## src/rtl/sa_tile_scheduler_pkg.sv

```systemverilog
// Shared types and sizing for the systolic-array tile scheduler.
package sa_sched_pkg;
    localparam int D_W       = 8;
    localparam int SA_R      = 16;
    localparam int SA_C      = 16;
    localparam int MAX_TM    = 8;
    localparam int MAX_TN    = 8;
    localparam int TIMEOUT_C = 1024;

    localparam int TM_W = $clog2(MAX_TM + 1);
    localparam int TN_W = $clog2(MAX_TN + 1);
    localparam int TO_W = $clog2(TIMEOUT_C + 1);

    typedef enum logic [5:0] {
        S_IDLE  = 6'b000001,
        S_CLR   = 6'b000010,
        S_START = 6'b000100,
        S_WAIT  = 6'b001000,
        S_WB    = 6'b010000,
        S_DONE  = 6'b100000
    } state_e;

    // A command is legal only when both tile counts lie in 1..MAX.
    function automatic logic cmd_legal(input logic [TM_W-1:0] tm, input logic [TN_W-1:0] tn);
        return (tm != '0) && (tn != '0) && (tm <= TM_W'(MAX_TM)) && (tn <= TN_W'(MAX_TN));
    endfunction
endpackage

```

## src/rtl/sa_tile_scheduler_if.sv

```systemverilog
// Command, SA-control and writeback signals between the scheduler and its neighbours.
interface sa_tile_scheduler_if;
    import sa_sched_pkg::*;

    logic            cmd_vld;
    logic            cmd_rdy;
    logic [TM_W-1:0] cmd_tm;
    logic [TN_W-1:0] cmd_tn;
    logic            sa_clr_n;
    logic            sa_start;
    logic            sa_out_vld;
    logic [TM_W-1:0] tile_r;
    logic [TN_W-1:0] tile_c;
    logic            wb_vld;
    logic            wb_rdy;
    logic            busy;
    logic            done;
    logic            err;

    modport slave (
        input  cmd_vld, cmd_tm, cmd_tn, sa_out_vld, wb_rdy,
        output cmd_rdy, sa_clr_n, sa_start, tile_r, tile_c, wb_vld, busy, done, err
    );

    modport master (
        output cmd_vld, cmd_tm, cmd_tn, sa_out_vld, wb_rdy,
        input  cmd_rdy, sa_clr_n, sa_start, tile_r, tile_c, wb_vld, busy, done, err
    );
endinterface

```

## src/rtl/sa_tile_scheduler_idx_cnt.sv

```systemverilog
// Row-major 2-D tile index counter: C runs fastest, wrapping into R.
module sa_tile_idx_cnt
    import sa_sched_pkg::*;
(
    input  logic            clk,
    input  logic            rst_n,
    input  logic            sync_rst_n,
    input  logic            clr,
    input  logic            inc,
    input  logic [TM_W-1:0] tm,
    input  logic [TN_W-1:0] tn,
    output logic [TM_W-1:0] r,
    output logic [TN_W-1:0] c,
    output logic            last
);
    assign last = (r == tm - TM_W'(1)) && (c == tn - TN_W'(1));

    always_ff @(posedge clk or negedge rst_n) begin
        if (!rst_n) begin
            r <= '0;
            c <= '0;
        end else if (!sync_rst_n || clr) begin
            r <= '0;
            c <= '0;
        end else if (inc) begin
            if (c == tn - TN_W'(1)) begin
                c <= '0;
                r <= r + TM_W'(1);
            end else begin
                c <= c + TN_W'(1);
            end
        end
    end
endmodule

```

## src/rtl/sa_tile_scheduler.sv

```systemverilog
// Tile sequencer for the systolic-array wrapper: clear, start, wait, writeback per tile.
// Optional SA_SCHED_TIMEOUT_EN adds a watchdog on the wait for SA results.
module sa_tile_scheduler
    import sa_sched_pkg::*;
(
    input  logic                 clk,
    input  logic                 rst_n,
    input  logic                 sync_rst_n,
    sa_tile_scheduler_if.slave   bus
);
    state_e          state, state_nxt;
    logic [TM_W-1:0] tm_q;
    logic [TN_W-1:0] tn_q;
    logic [TM_W-1:0] r;
    logic [TN_W-1:0] c;
    logic            last;
    logic            accept_ok, accept_bad, cnt_inc, to_hit;

`ifdef SA_SCHED_TIMEOUT_EN
    logic [TO_W-1:0] to_cnt;

    assign to_hit = (state == S_WAIT) && !bus.sa_out_vld && (to_cnt == TO_W'(TIMEOUT_C - 1));

    always_ff @(posedge clk or negedge rst_n) begin
        if (!rst_n)                                        to_cnt <= '0;
        else if (!sync_rst_n)                              to_cnt <= '0;
        else if (state == S_WAIT && state_nxt == S_WAIT)   to_cnt <= to_cnt + TO_W'(1);
        else                                               to_cnt <= '0;
    end
`else
    assign to_hit = 1'b0;
`endif

    sa_tile_idx_cnt u_idx (
        .clk        (clk),
        .rst_n      (rst_n),
        .sync_rst_n (sync_rst_n),
        .clr        (accept_ok),
        .inc        (cnt_inc),
        .tm         (tm_q),
        .tn         (tn_q),
        .r          (r),
        .c          (c),
        .last       (last)
    );

    assign bus.tile_r = r;
    assign bus.tile_c = c;

    always_comb begin
        state_nxt  = state;
        accept_ok  = 1'b0;
        accept_bad = 1'b0;
        cnt_inc    = 1'b0;
        unique case (state)
            S_IDLE: begin
                if (bus.cmd_vld) begin
                    accept_ok  = cmd_legal(bus.cmd_tm, bus.cmd_tn);
                    accept_bad = !accept_ok;
                    if (accept_ok) state_nxt = S_CLR;
                end
            end
            S_CLR:   state_nxt = S_START;
            S_START: state_nxt = S_WAIT;
            S_WAIT: begin
                if (bus.sa_out_vld) state_nxt = S_WB;
                else if (to_hit)    state_nxt = S_IDLE;
            end
            S_WB: begin
                if (bus.wb_rdy) begin
                    cnt_inc   = !last;
                    state_nxt = last ? S_DONE : S_CLR;
                end
            end
            S_DONE:  state_nxt = S_IDLE;
            default: state_nxt = S_IDLE;
        endcase
    end

    // Outputs are decoded from the next state so they register alongside it.
    always_ff @(posedge clk or negedge rst_n) begin
        if (!rst_n) begin
            state        <= S_IDLE;
            bus.cmd_rdy  <= 1'b1;
            bus.sa_clr_n <= 1'b0;
            bus.sa_start <= 1'b0;
            bus.wb_vld   <= 1'b0;
            bus.busy     <= 1'b0;
            bus.done     <= 1'b0;
            bus.err      <= 1'b0;
            tm_q         <= '0;
            tn_q         <= '0;
        end else if (!sync_rst_n) begin
            state        <= S_IDLE;
            bus.cmd_rdy  <= 1'b1;
            bus.sa_clr_n <= 1'b0;
            bus.sa_start <= 1'b0;
            bus.wb_vld   <= 1'b0;
            bus.busy     <= 1'b0;
            bus.done     <= 1'b0;
            bus.err      <= 1'b0;
            tm_q         <= '0;
            tn_q         <= '0;
        end else begin
            state        <= state_nxt;
            bus.cmd_rdy  <= (state_nxt == S_IDLE);
            bus.sa_clr_n <= state_nxt inside {S_START, S_WAIT, S_WB};
            bus.sa_start <= (state_nxt == S_START);
            bus.wb_vld   <= (state_nxt == S_WB);
            bus.busy     <= (state_nxt != S_IDLE);
            bus.done     <= (state_nxt == S_DONE);
            if (accept_ok) begin
                tm_q    <= bus.cmd_tm;
                tn_q    <= bus.cmd_tn;
                bus.err <= 1'b0;
            end else if (accept_bad || to_hit) begin
                bus.err <= 1'b1;
            end
        end
    end
endmodule
```

## src/flat_wrapper.sv

```systemverilog
// flat-port wrapper written by rule: the top's interface ports become plain ports
module sa_tile_scheduler_flat import sa_sched_pkg::*;
  (clk, rst_n, sync_rst_n, bus_cmd_vld, bus_cmd_tm, bus_cmd_tn, bus_sa_out_vld, bus_wb_rdy, bus_cmd_rdy, bus_sa_clr_n, bus_sa_start, bus_tile_r, bus_tile_c, bus_wb_vld, bus_busy, bus_done, bus_err);
  sa_tile_scheduler_if bus_i ();
  input  logic clk;
  input  logic rst_n;
  input  logic sync_rst_n;
  input wire logic [$bits(bus_i.cmd_vld)-1:0] bus_cmd_vld;
  input wire logic [$bits(bus_i.cmd_tm)-1:0] bus_cmd_tm;
  input wire logic [$bits(bus_i.cmd_tn)-1:0] bus_cmd_tn;
  input wire logic [$bits(bus_i.sa_out_vld)-1:0] bus_sa_out_vld;
  input wire logic [$bits(bus_i.wb_rdy)-1:0] bus_wb_rdy;
  output wire logic [$bits(bus_i.cmd_rdy)-1:0] bus_cmd_rdy;
  output wire logic [$bits(bus_i.sa_clr_n)-1:0] bus_sa_clr_n;
  output wire logic [$bits(bus_i.sa_start)-1:0] bus_sa_start;
  output wire logic [$bits(bus_i.tile_r)-1:0] bus_tile_r;
  output wire logic [$bits(bus_i.tile_c)-1:0] bus_tile_c;
  output wire logic [$bits(bus_i.wb_vld)-1:0] bus_wb_vld;
  output wire logic [$bits(bus_i.busy)-1:0] bus_busy;
  output wire logic [$bits(bus_i.done)-1:0] bus_done;
  output wire logic [$bits(bus_i.err)-1:0] bus_err;
  assign bus_i.cmd_vld = bus_cmd_vld;
  assign bus_i.cmd_tm = bus_cmd_tm;
  assign bus_i.cmd_tn = bus_cmd_tn;
  assign bus_i.sa_out_vld = bus_sa_out_vld;
  assign bus_i.wb_rdy = bus_wb_rdy;
  assign bus_cmd_rdy = bus_i.cmd_rdy;
  assign bus_sa_clr_n = bus_i.sa_clr_n;
  assign bus_sa_start = bus_i.sa_start;
  assign bus_tile_r = bus_i.tile_r;
  assign bus_tile_c = bus_i.tile_c;
  assign bus_wb_vld = bus_i.wb_vld;
  assign bus_busy = bus_i.busy;
  assign bus_done = bus_i.done;
  assign bus_err = bus_i.err;
  sa_tile_scheduler u_core (.clk(clk), .rst_n(rst_n), .sync_rst_n(sync_rst_n), .bus(bus_i));
endmodule
```

## config.mk

```make
export PLATFORM = sky130hd
export DESIGN_NAME = sa_tile_scheduler_flat
export DESIGN_NICKNAME = d
export VERILOG_FILES = /design/src/rtl/sa_tile_scheduler_pkg.sv /design/src/rtl/sa_tile_scheduler_if.sv /design/src/rtl/sa_tile_scheduler_idx_cnt.sv /design/src/rtl/sa_tile_scheduler.sv /design/src/flat_wrapper.sv
export SDC_FILE = /design/constraint.sdc
export NUM_CORES = 1
export LEC_CHECK = 0
export ABC_AREA = 0
export CAP_MARGIN = 20
export CORE_MARGIN = 2
export CORE_UTILIZATION = 55
export CTS_CLUSTER_DIAMETER = 200
export DETAILED_ROUTE_END_ITERATION = 8
export PLACE_DENSITY = 0.87
export SYNTH_ARGS = -nofsm -noshare
export SYNTH_HDL_FRONTEND = slang
export SYNTH_SLANG_ARGS = --single-unit
```

## constraint.sdc

```tcl
create_clock -name clk -period 5.65 [get_ports clk]
set_input_delay 1.4125 -clock clk [delete_from_list [all_inputs] [get_ports clk]]
set_output_delay 1.4125 -clock clk [all_outputs]
set_load 0.02 [all_outputs]
```

Word-level counts from Yosys, hierarchy flattened:

Index checks and enable logic that the tools add are counted.

* input port bits: 14
* bits in registers: 29
* output and inout bits: 15
* logic and storage cells: 79

* $add $sub $neg: 4
* equality and inequality tests: 15
* order comparisons: 2
* mux-type cells: 32
* reductions and logical operators: 14

Operators with widths (number)
* 2-to-1 mux 4 bit: 10
* 2-to-1 mux 6 bit: 6
* case mux 6 bit (5 select lines): 1
* 2-to-1 mux 1 bit: 15
* equality test 6 x 1 -> 1 bit (second input constant): 2
* equality test 6 x 3 -> 1 bit (second input constant): 2
* equality test 6 x 4 -> 1 bit (second input constant): 2
* equality test 6 x 5 -> 1 bit (second input constant): 2
* adder 4 x 1 -> 4 bit (second input constant): 2
* equality test 4 bit: 2
* less-or-equal comparator 4 bit (second input constant): 2
* nonzero test 4 bit: 2
* subtractor 4 x 1 -> 4 bit (second input constant): 2
* equality test 6 x 2 -> 1 bit (second input constant): 1
* equality test 6 bit (second input constant): 1
* inequality test 6 x 1 -> 1 bit (second input constant): 1
* logical AND 1 bit: 4
* nonzero test 2 bit: 2
* zero test 1 bit: 3
* inequality test 3 x 1 -> 1 bit (second input constant): 1
* nonzero test 3 bit: 1
* inequality test 2 x 1 -> 1 bit (second input constant): 1
* AND reduction 2 bit: 1
* logical OR 1 bit: 1

Depth between registers and ports, before layout:

Gate-level depths: netlist of run 1.

* depth after elaboration: 10
* gate-level depth with buffers: 8

Modules after synthesis:

From an unflattened synthesis of run 1, not the netlist that was laid out.

* cell total of the unflattened synthesis: 173
* area total of the unflattened synthesis: 1731.7 µm²

Modules (own cells, without submodules)
* sa_tile_scheduler: cells an instance 101, area each 1082.3 µm², times used 1
* sa_tile_idx_cnt: cells an instance 72, area each 649.4 µm², times used 1

Least setup slack after synthesis of run 1:

No wires, ideal clock.

* path kind: in2reg
* start: input port bus_cmd_tm[1]
* end: register u_core.u_idx.c[2]
* path slack: 2857 ps
* data required time: 5568 ps
* arrival time: 2711 ps
* buffers on the path: 1
* cell stages on the path: 6
* path through: or4_1 -> and3_1 -> nand3_1 -> buf_2 -> nand2_1 -> a31oi_1

* longest elaborated chain between the ends: 8

Ends and longest elaborated chain
* from (decl): line flat_wrapper.sv:9 `input wire logic [$bits(bus_i.cmd_tm)-1:0] bus_cmd_tm;`
* branches (longest 2 deep; another with less-or-equal comparator 4 bit)
* logical AND 1 bit * (2 in a row): line sa_tile_scheduler_pkg.sv:25 `return (tm != '0) && (tn != '0) && (tm <= TM_W'(MAX_TM)) && (tn <= TN_W'(MAX_TN));`
* 2-to-1 mux 1 bit *: line sa_tile_scheduler.sv:57 `if (bus.cmd_vld) begin`
* 2-to-1 mux 1 bit *: line sa_tile_scheduler.sv:55 `unique case (state)`
* logical OR 1 bit *: line sa_tile_scheduler_idx_cnt.sv:22 `end else if (!sync_rst_n || clr) begin`
* 2-to-1 mux 4 bit / nonzero test 2 bit (equally long branches)
* to (signal assigned): line sa_tile_scheduler_idx_cnt.sv:30 `c <= c + TN_W'(1);`
* to (decl): line sa_tile_scheduler_idx_cnt.sv:13 `output logic [TN_W-1:0] c,`

Mark *: on every way between the ends.
A chain may end at the register's enable or synchronous reset.

Worst setup path after layout of run 1:

* start: input port bus_cmd_tm[1]
* end: register u_core.u_idx.c[3]

The elaborated chain is that of the path after synthesis.

==> qor.csv, run 1 <==
metric,value,unit
DRT met1 WL,1.36,mm
unrepaired setup endpoints after global routing,no,
Final nets,209,
CTS Buf Count,5,
H-tree levels,2,
Die Area,3300,µm²
post-synthesis instance area,1570,µm²
gp weighted congestion,0.916,
P&R area growth vs syn,23.4,%
via count,1318,
largest net degree at the start of global routing,30,
end of the critical path,u_core.u_idx.c[3],
Post-route DRC,0,
PD cells,206,nW/µm²
DRT Wirelength,3.34,mm
final setup TNS,0,ps
first-pass GRT wire length,5.77,mm
max-cap violations,0,
antenna-violating nets left,0,
GRT Total Usage,0.229,
Critical Path AT,3520,ps
worst flop-to-flop path startpoint,u_core.tn_q[0],
clock period minus worst slack,3250,ps
Core Footprint,2730,µm²
placed cells,215,
Critical Path Start Type,input port,
top post-synthesis cells by count,"dfrtp_1, nor2_1, inv_1",
setup slack after layout,2400,ps
Syn Area/Cell,9.95,µm²
Synth Flop Type,dfrtp_1,
post-DP HPWL,2.49,mm
fmax,307,MHz
hold_buf cts,0,
Synth area leader,dfrtp_1,
routed len/inst,15.0,µm
ys async rst share,1.00,
"Seq/Total Area, Yosys",0.463,
WL met2,1.74,mm
WL met3,180,µm
DRT Pass-1 Iters,4,
layout cells sized above 1,0.0885,
#FFs+latches synth,29,
initial antenna violation count,0,
launch point of the worst path,bus_cmd_tm[1],
status,completed,
total power,0.400,mW
final setup violation count,0,
"count leader, synth",dfrtp_1,
pre-CTS setup slack,2070,ps
vias in the first global route,1316,
Initial Util,0.575,
fin crit share,0.576,
clock root buffer,clkbuf_4,
leakage,0.884,nW
Post-CTS Setup Bufs,0,
WP data required,5920,ps
clk_lat worst skew,340,ps
critical path type,input port to flip-flop,
fin util,0.709,
actual slew at the worst max-slew pin,570,ps
CTS resizes,0,
dpl cell area,1880,µm²
synthesized instance count,158,
Worst R2R Setup Slack,3450,ps
max_slew headroom,0.619,
CTS max path bufs,2,
Ports,29,
die width,57.5,µm
"EDFF count, synth",0,
Congestion Overflow GR,0,
# fillers,207,
worst hold slack,512,ps
R2R depth,7,
IO buf count,28,
CTS tree,yes,
Core Rows,19,
"Distinct cells, synth",39,
max-slew violation count,0,
Critical Path Sink Type,flip-flop,
Worst-path clk slew,100,ps
die height,57.5,µm
DR iter-0 viols,21,
fin area,1940,µm²
Ys Warns,0,
top sig layer,met4,
mean number of vias per cell,5.91,
diode count,0,
top post-synthesis cells by area,"dfrtp_1, mux2i_1, nor2_1",
clock sinks,29,
Mapped Nets,176,
Finished Layout Cells,223,
Critical Path Fanout Max,10,
hold violation count in the final report,0,
Peak VDD IR,0.000210,V
min-delay worst type,flip-flop to flip-flop,
Yosys top cell area share,0.430,
Fin Clk Skew,11.9,ps
FF-to-FF End,u_core.u_idx.r[3],
==> power by group <==
| group | switching, mW | internal [mW] |
|---|---|---|
| sequential | 0.00485 | 0.214 |
| clock | 0.0777 | 0.0468 |
| combinational | 0.0294 | 0.0277 |
| total | 0.112 | 0.288 |
==> sequential cells by signal, summed over array words and instances (netlist names) <==
name and count:
u_core.bus.sa_clr_n 1, u_core.tn_q 4, u_core.bus.wb_vld 1, u_core.state 6
u_core.bus.cmd_rdy 1, u_core.tm_q 4, u_core.bus.done 1, u_core.bus.err 1
u_core.u_idx.c 4, u_core.bus.sa_start 1, u_core.bus.busy 1, u_core.u_idx.r 4
==> cells in the final DEF, fill, tap and decap left out, drive strengths merged, types with 4 or more instances in the layout <==
cell / netlist / routed
xor2: 5 / 5
mux2i: 8 / 8
dfrtp: 27 / 27
nand2: 6 / 6
nor2: 18 / 18
nand3: 8 / 8
o21ai: 7 / 7
clkbuf: 1 / 5
ha: 4 / 4
xnor2: 5 / 5
nor3: 8 / 8
and2: 4 / 4
inv: 10 / 10
a21oi: 8 / 8
clkdlybuf4s50: 0 / 28
==> critical path, stage by stage <==
cell	delay (ps)
clkdlybuf4s50_1	430
or4_1	520
and3_1	210
nand3_1	450
nand2_1	290
a31oi_1	220
==> metal layers <==
layer  GRT usage  vias to the layer above
met5           0                        -
met4      0.0864                        0
met3      0.0544                        7
met2       0.401                       44
met1       0.273                      631
li1            -                      636
==> worst min path at each step <==
stage | startpoint | end | slack [ps] | cells after the start
floorplan | u_core.state[1] | u_core.state[3] | 460 | 1
global placement | u_core.state[1] | u_core.state[3] | 480 | 1
detailed placement | u_core.state[1] | u_core.state[3] | 490 | 1
CTS | u_core.state[1] | u_core.state[3] | 510 | 1
global route | u_core.state[1] | u_core.state[3] | 520 | 1
finish | u_core.state[1] | u_core.state[3] | 510 | 1
==> cells by family (layout without fill, tap and decap cells) <==
group,after synthesis,count (layout),synth area share
buffers and inverters,13,47,0.0326
AOI/OAI and AO/OA,26,26,0.102
xor gates and xnor gates,12,12,0.0844
muxes,8,8,0.0510
DFF,29,29,0.463
and+or+nand+nor,66,66,0.235
adders and majority gates,4,4,0.0318
==> area by class of cell <==
type                    instances  area [µm²]  share of cell area
clock buffers                   5        37.5              0.0194
clock inverters                 3        17.5             0.00903
inverters                      10        37.5              0.0194
multi-input cells             116         792               0.408
flip-flops and latches         29         728               0.375
well taps                      31        38.8              0.0200
repair buffers                 29         288               0.148
(Power assumes the default switching activity.)
==> inputs of run 2 (changes only) <==
--- a/config.mk
+++ b/config.mk
@@ -8,10 +8,10 @@
 export ABC_AREA = 0
 export CAP_MARGIN = 20
 export CORE_MARGIN = 2
-export CORE_UTILIZATION = 55
+export CORE_UTILIZATION = 46
 export CTS_CLUSTER_DIAMETER = 200
 export DETAILED_ROUTE_END_ITERATION = 8
-export PLACE_DENSITY = 0.87
+export PLACE_DENSITY = 0.78
 export SYNTH_ARGS = -nofsm -noshare
 export SYNTH_HDL_FRONTEND = slang
 export SYNTH_SLANG_ARGS = --single-unit
==> constraint.sdc (replaced) <==
create_clock -name clk -period 2.8 [get_ports clk]
set_input_delay 0.7 -clock clk [delete_from_list [all_inputs] [get_ports clk]]
set_output_delay 0.7 -clock clk [all_outputs]
set_load 0.02 [all_outputs]
==> qor.csv, run 2 (synthesis gave the netlist of run 1 again) <==
metric,value,unit,change
vias in the first global route,1322,,+0.46%
hold_buf cts,0,,unchanged
Sw Share,0.279,,-0.000317
routed len/inst,14.5,µm,-3.0%
initial antenna violation count,0,,unchanged
Initial Util,0.475,,-0.100
fmax,431,MHz,
CTS tree,yes,,
Critical Path Sink Type,flip-flop,,
setup slack after layout,481,ps,-1920 ps
mean number of vias per cell,5.54,,-6.3%
first-pass GRT wire length,5.87,mm,+1.8%
clock sinks,29,,unchanged
Worst-path clk slew,100,ps,about the same
critical path type,input port to flip-flop,,
CTS Buf Count,5,,unchanged
Critical Path AT,2580,ps,-940 ps
Ports,29,,unchanged
part of the power in the clock network,0.310,,about the same
Core Rows,21,,+2
final setup TNS,0,ps,unchanged
unrepaired setup endpoints after global routing,no,,
"CP delay by family, top",simple AND/OR/NAND/NOR gates,,
min-delay worst type,flip-flop to flip-flop,,
GRT Total Usage,0.192,,-0.0370
Final nets,210,,+0.48%
Critical Path Start Type,input port,,
worst flop-to-flop path startpoint,u_core.tn_q[0],,
Logic pwr share,0.145,,+0.003
Fin Clk Skew,15.2,ps,+3.36 ps
CTS max path bufs,2,,unchanged
gp weighted congestion,0.892,,-2.6%
final setup violation count,0,,unchanged
antenna-violating nets left,0,,unchanged
"Max stage delay cell, worst path",or3_1,,
die width,62.5,µm,+8.7%
clk_lat worst skew,340,ps,about the same
max_slew headroom,0.686,,+0.0674
total power,0.809,mW,+100%
WP data required,3060,ps,-2860 ps
PD cells,411,nW/µm²,+99%
placed cells,231,,+7.4%
Congestion Overflow GR,0,,unchanged
DR iter-0 viols,131,,+520%
max-cap violations,0,,unchanged
DRT Pass-1 Iters,4,,unchanged
"Cell Chain, Critical Path",clkdlybuf4s50_1 > nand4_2 > or3_1 > or4_1 > a21oi_1,,
largest net degree at the start of global routing,30,,unchanged
dpl cell area,1910,µm²,+1.4%
post-DP HPWL,2.50,mm,+0.70%
Core Footprint,3310,µm²,+21%
fin crit share,0.828,,
DRT Wirelength,3.47,mm,+4.0%
actual slew at the worst max-slew pin,459,ps,-111 ps
Peak VDD IR,0.000286,V,+36%
P&R area growth vs syn,25.1,%,
launch point of the worst path,bus_wb_rdy,,
die height,62.5,µm,+8.7%
Post-CTS Setup Bufs,0,,unchanged
Largest Register,u_core.state,,
H-tree levels,2,,unchanged
fin util,0.594,,-0.116
most frequent cells in the layout,"clkdlybuf4s50_1, dfrtp_1, nor2_1, inv_1",,
sequential share of power,0.545,,-0.002
CTS resizes,0,,unchanged
clock period minus worst slack,2320,ps,
Die Area,3900,µm²,+18%
worst hold slack,515,ps,+2.81 ps
pre-CTS setup slack,150,ps,-1920 ps
max reg flops,6,,unchanged
Finished Layout Cells,239,,+7.2%
diode count,0,,unchanged
clock root buffer,clkbuf_4,,
hold violation count in the final report,0,,unchanged
"most common cell after layout, fill and taps aside",clkdlybuf4s50_1,,
layout cells sized above 1,0.0933,,+0.00472
CP Buf/Inv Count,1,,unchanged
via count,1323,,+0.38%
max-slew violation count,0,,unchanged
hold path start,u_core.state[1],,
Post-route DRC,0,,unchanged
status,completed,,
P_sw,0.226,mW,+100%
fin area,1970,µm²,+1.4%
Critical Path Fanout Max,9,,-1
IO buf count,28,,unchanged
CP max stage delay,530,ps,about the same
leakage,0.888,nW,+0.49%
P_int,0.583,mW,+100%
-- run 2: area by class of cell --
cell class              count  area [µm²]
fillers                   308        1350
clock buffers               5        37.5
multi-input cells         116         792
repair buffers             30         295
clock inverters             3        17.5
flip-flops and latches     29         728
well taps                  46        57.6
inverters                  10        37.5
-- run 2: worst paths after layout --
check	slack, ps	to	cells after the start
max	480	u_core.u_idx.r[3]	5
min	510	u_core.state[3]	1
max reg2reg	600	u_core.u_idx.r[3]	7
min reg2reg	510	u_core.state[3]	1
max in group asynchronous	1740	u_core.state[0]	2
min in group asynchronous	740	u_core.bus.err	2
-- run 2: worst register-to-register path, cell delays in order, from the launching register on --
cell and delay, ps:
dfrtp_1 410, inv_1 60, ha_1 300, xor2_1 130, nand3_1 120, or3_1 440, or4_1 510, a21oi_1 160
-- run 2: power groups by stage --
stage	Sequential [mW]	Clock, mW	Combinational (mW)
global placement	0.448	0	0.113
finish	0.441	0.251	0.117
CTS	0.441	0.259	0.118
floorplan	0.453	0	0.0582
detailed placement	0.449	0	0.117
global route	0.442	0.282	0.128
-- run 2: layer usage --
metal | track usage | vias to the layer above | part of all wire
li1 | - | 633 | -
met5 | 0 | - | 0
met1 | 0.229 | 640 | 0.42
met4 | 0.0722 | 0 | 0.014
met3 | 0.0595 | 7 | 0.061
met2 | 0.327 | 43 | 0.50
==> inputs of run 3 (changes only) <==
==> constraint.sdc (replaced) <==
create_clock -name clk -period 1.9 [get_ports clk]
set_input_delay 0.475 -clock clk [delete_from_list [all_inputs] [get_ports clk]]
set_output_delay 0.475 -clock clk [all_outputs]
set_load 0.02 [all_outputs]
==> qor.csv, run 3 (synthesis gave the netlist of run 1 again) <==
metric,value,unit,change
max-cap violations,0,,unchanged
dpl cell area,2110,µm²,+10%
unrepaired setup endpoints after global routing,yes,,
FF-to-FF End,u_core.u_idx.r[3],,
setup slack after layout,-70.7,ps,-552 ps
antenna-violating nets left,0,,unchanged
routed len/inst,14.9,µm,+2.4%
Die Area,3900,µm²,unchanged
Ports,29,,unchanged
die height,62.5,µm,unchanged
"most common cell after layout, fill and taps aside",buf_4,,
launch point of the worst path,u_core.tn_q[1],,
Core Rows,21,,unchanged
status,"complete, but fails checks",,
Worst R2R Setup Slack,-70,ps,-670 ps
Congestion Overflow GR,0,,unchanged
critical path type,flip-flop to flip-flop,,
Critical Path Fanout Max,7,,-2
Initial Util,0.475,,unchanged
max_slew headroom,0.718,,+0.0319
actual slew at the worst max-slew pin,412,ps,-46.6 ps
end of the critical path,u_core.u_idx.r[3],,
Critical Path Sink Type,flip-flop,,
Fin Clk Skew,11.6,ps,-3.63 ps
final setup violation count,2,,+2
total power,1.23,mW,+52%
fmax,507,MHz,
diode count,0,,unchanged
clk_lat worst skew,340,ps,about the same
max-slew violation count,0,,unchanged
clock root buffer,clkbuf_4,,
post-DP HPWL,2.85,mm,+14%
CTS tree,yes,,
first-pass GRT wire length,6.64,mm,+13%
layout cells sized above 1,0.309,,+0.216
PD cells,533,nW/µm²,+30%
IO buf count,28,,unchanged
Peak VDD IR,0.000375,V,+31%
vias in the first global route,1452,,+9.8%
Critical Path AT,2250,ps,-330 ps
fin area,2310,µm²,+17%
clock sinks,29,,unchanged
mean number of vias per cell,5.44,,-1.8%
Core Footprint,3310,µm²,unchanged
min-delay worst type,input port to async pin,,
hold violation count in the final report,0,,unchanged
clock period minus worst slack,1970,ps,
Worst-path clk slew,100,ps,about the same
leakage,1.16,nW,+30%
DR iter-0 viols,103,,-21%
Final nets,240,,+14%
hold_buf cts,0,,unchanged
R2R depth,7,,unchanged
fin crit share,1.04,,
Post-route DRC,0,,unchanged
Largest Register,u_core.state,,
WP data required,2180,ps,-880 ps
most frequent cells in the layout,"buf_4, dfrtp_1, nor2_1, clkdlybuf4s50_1, inv_1",,
failing checks,setup timing,,
initial antenna violation count,0,,unchanged
via count,1463,,+11%
final setup TNS,-141,ps,-141 ps
Critical Path Start Type,flip-flop,,
CTS Buf Count,5,,unchanged
# fillers,285,,-7.5%
P&R area growth vs syn,46.8,%,
CTS max path bufs,2,,unchanged
max reg flops,6,,unchanged
GRT Total Usage,0.219,,+0.0262
DRT Pass-1 Iters,4,,unchanged
DRT Wirelength,4.00,mm,+15%
largest net degree at the start of global routing,30,,unchanged
worst flop-to-flop path startpoint,u_core.tn_q[1],,
H-tree levels,2,,unchanged
gp weighted congestion,0.871,,-2.4%
die width,62.5,µm,unchanged
[run 3: changes by cell type in the layout (fill, tap and decap cells not counted), sizes merged]
cell and change:
buf +30, clkdlybuf4s50 -12, dlymetal6s2s +6, dlygate4sd2 +6
[run 3: how the worst min path moves through the flow]
stage                 endpoint  slack (ps)  depth (start not counted)
3_3_place_gp   u_core.state[3]         470                          1
4_1_cts        u_core.bus.done         520                          2
6_report       u_core.bus.done         500                          2
3_5_place_dp    u_core.bus.err         500                          2
5_1_grt         u_core.bus.err         540                          2
2_1_floorplan  u_core.bus.busy         180                          0
[run 3: timing repair]
| item | CTS | global route |
|---|---|---|
| setup buffers | 2 | 3 |
| pin swaps | 2 | 6 |
| setup endpoints to repair | 23 | 21 |
| resized for setup | 16 | 23 |
[run 3: metrics by stage]
stage / cells / worst slack (ps) / utilization / hold WS (ps)
2_1_floorplan: 158 / -123 / - / 179
3_3_place_gp: 257 / -376 / 0.636 / 473
3_5_place_dp: 257 / -449 / 0.636 / 496
4_1_cts: 267 / -67.1 / 0.667 / 515
5_1_grt: 269 / -187 / 0.697 / 539
6_report: 269 / -70.7 / 0.697 / 501
[run 3: area by class of cell]
type	instances	area, µm²	area share
clock buffers	5	37.5	0.0163
clock inverters	3	17.5	0.00759
repair buffers	60	536	0.232
inverters	10	37.5	0.0163
flip-flops and latches	29	729	0.316
well taps	46	57.6	0.0249
multi-input cells	116	892	0.387
[run 3: per-layer routing]
layer	GRT usage	wire, µm	vias to the layer above	share of wire
li1	-	-	695	-
met1	0.274	1610	714	0.40
met2	0.371	2070	47	0.52
met3	0.0486	248	7	0.062
met4	0.0806	67	0	0.017
met5	0	0	-	0
[run 3: critical path, stage by stage (launching register included)]
cell and delay, ps:
dfrtp_1 390, buf_4 130, buf_4 120, nor3_2 130, xnor2_1 150, or3_4 430
or4_4 430, a21oi_2 120
[run 3: report_power, final]
part	switching, mW	internal, mW	total, mW
combinational	0.106	0.103	0.209
clock	0.235	0.139	0.374
sequential	0.0112	0.636	0.647
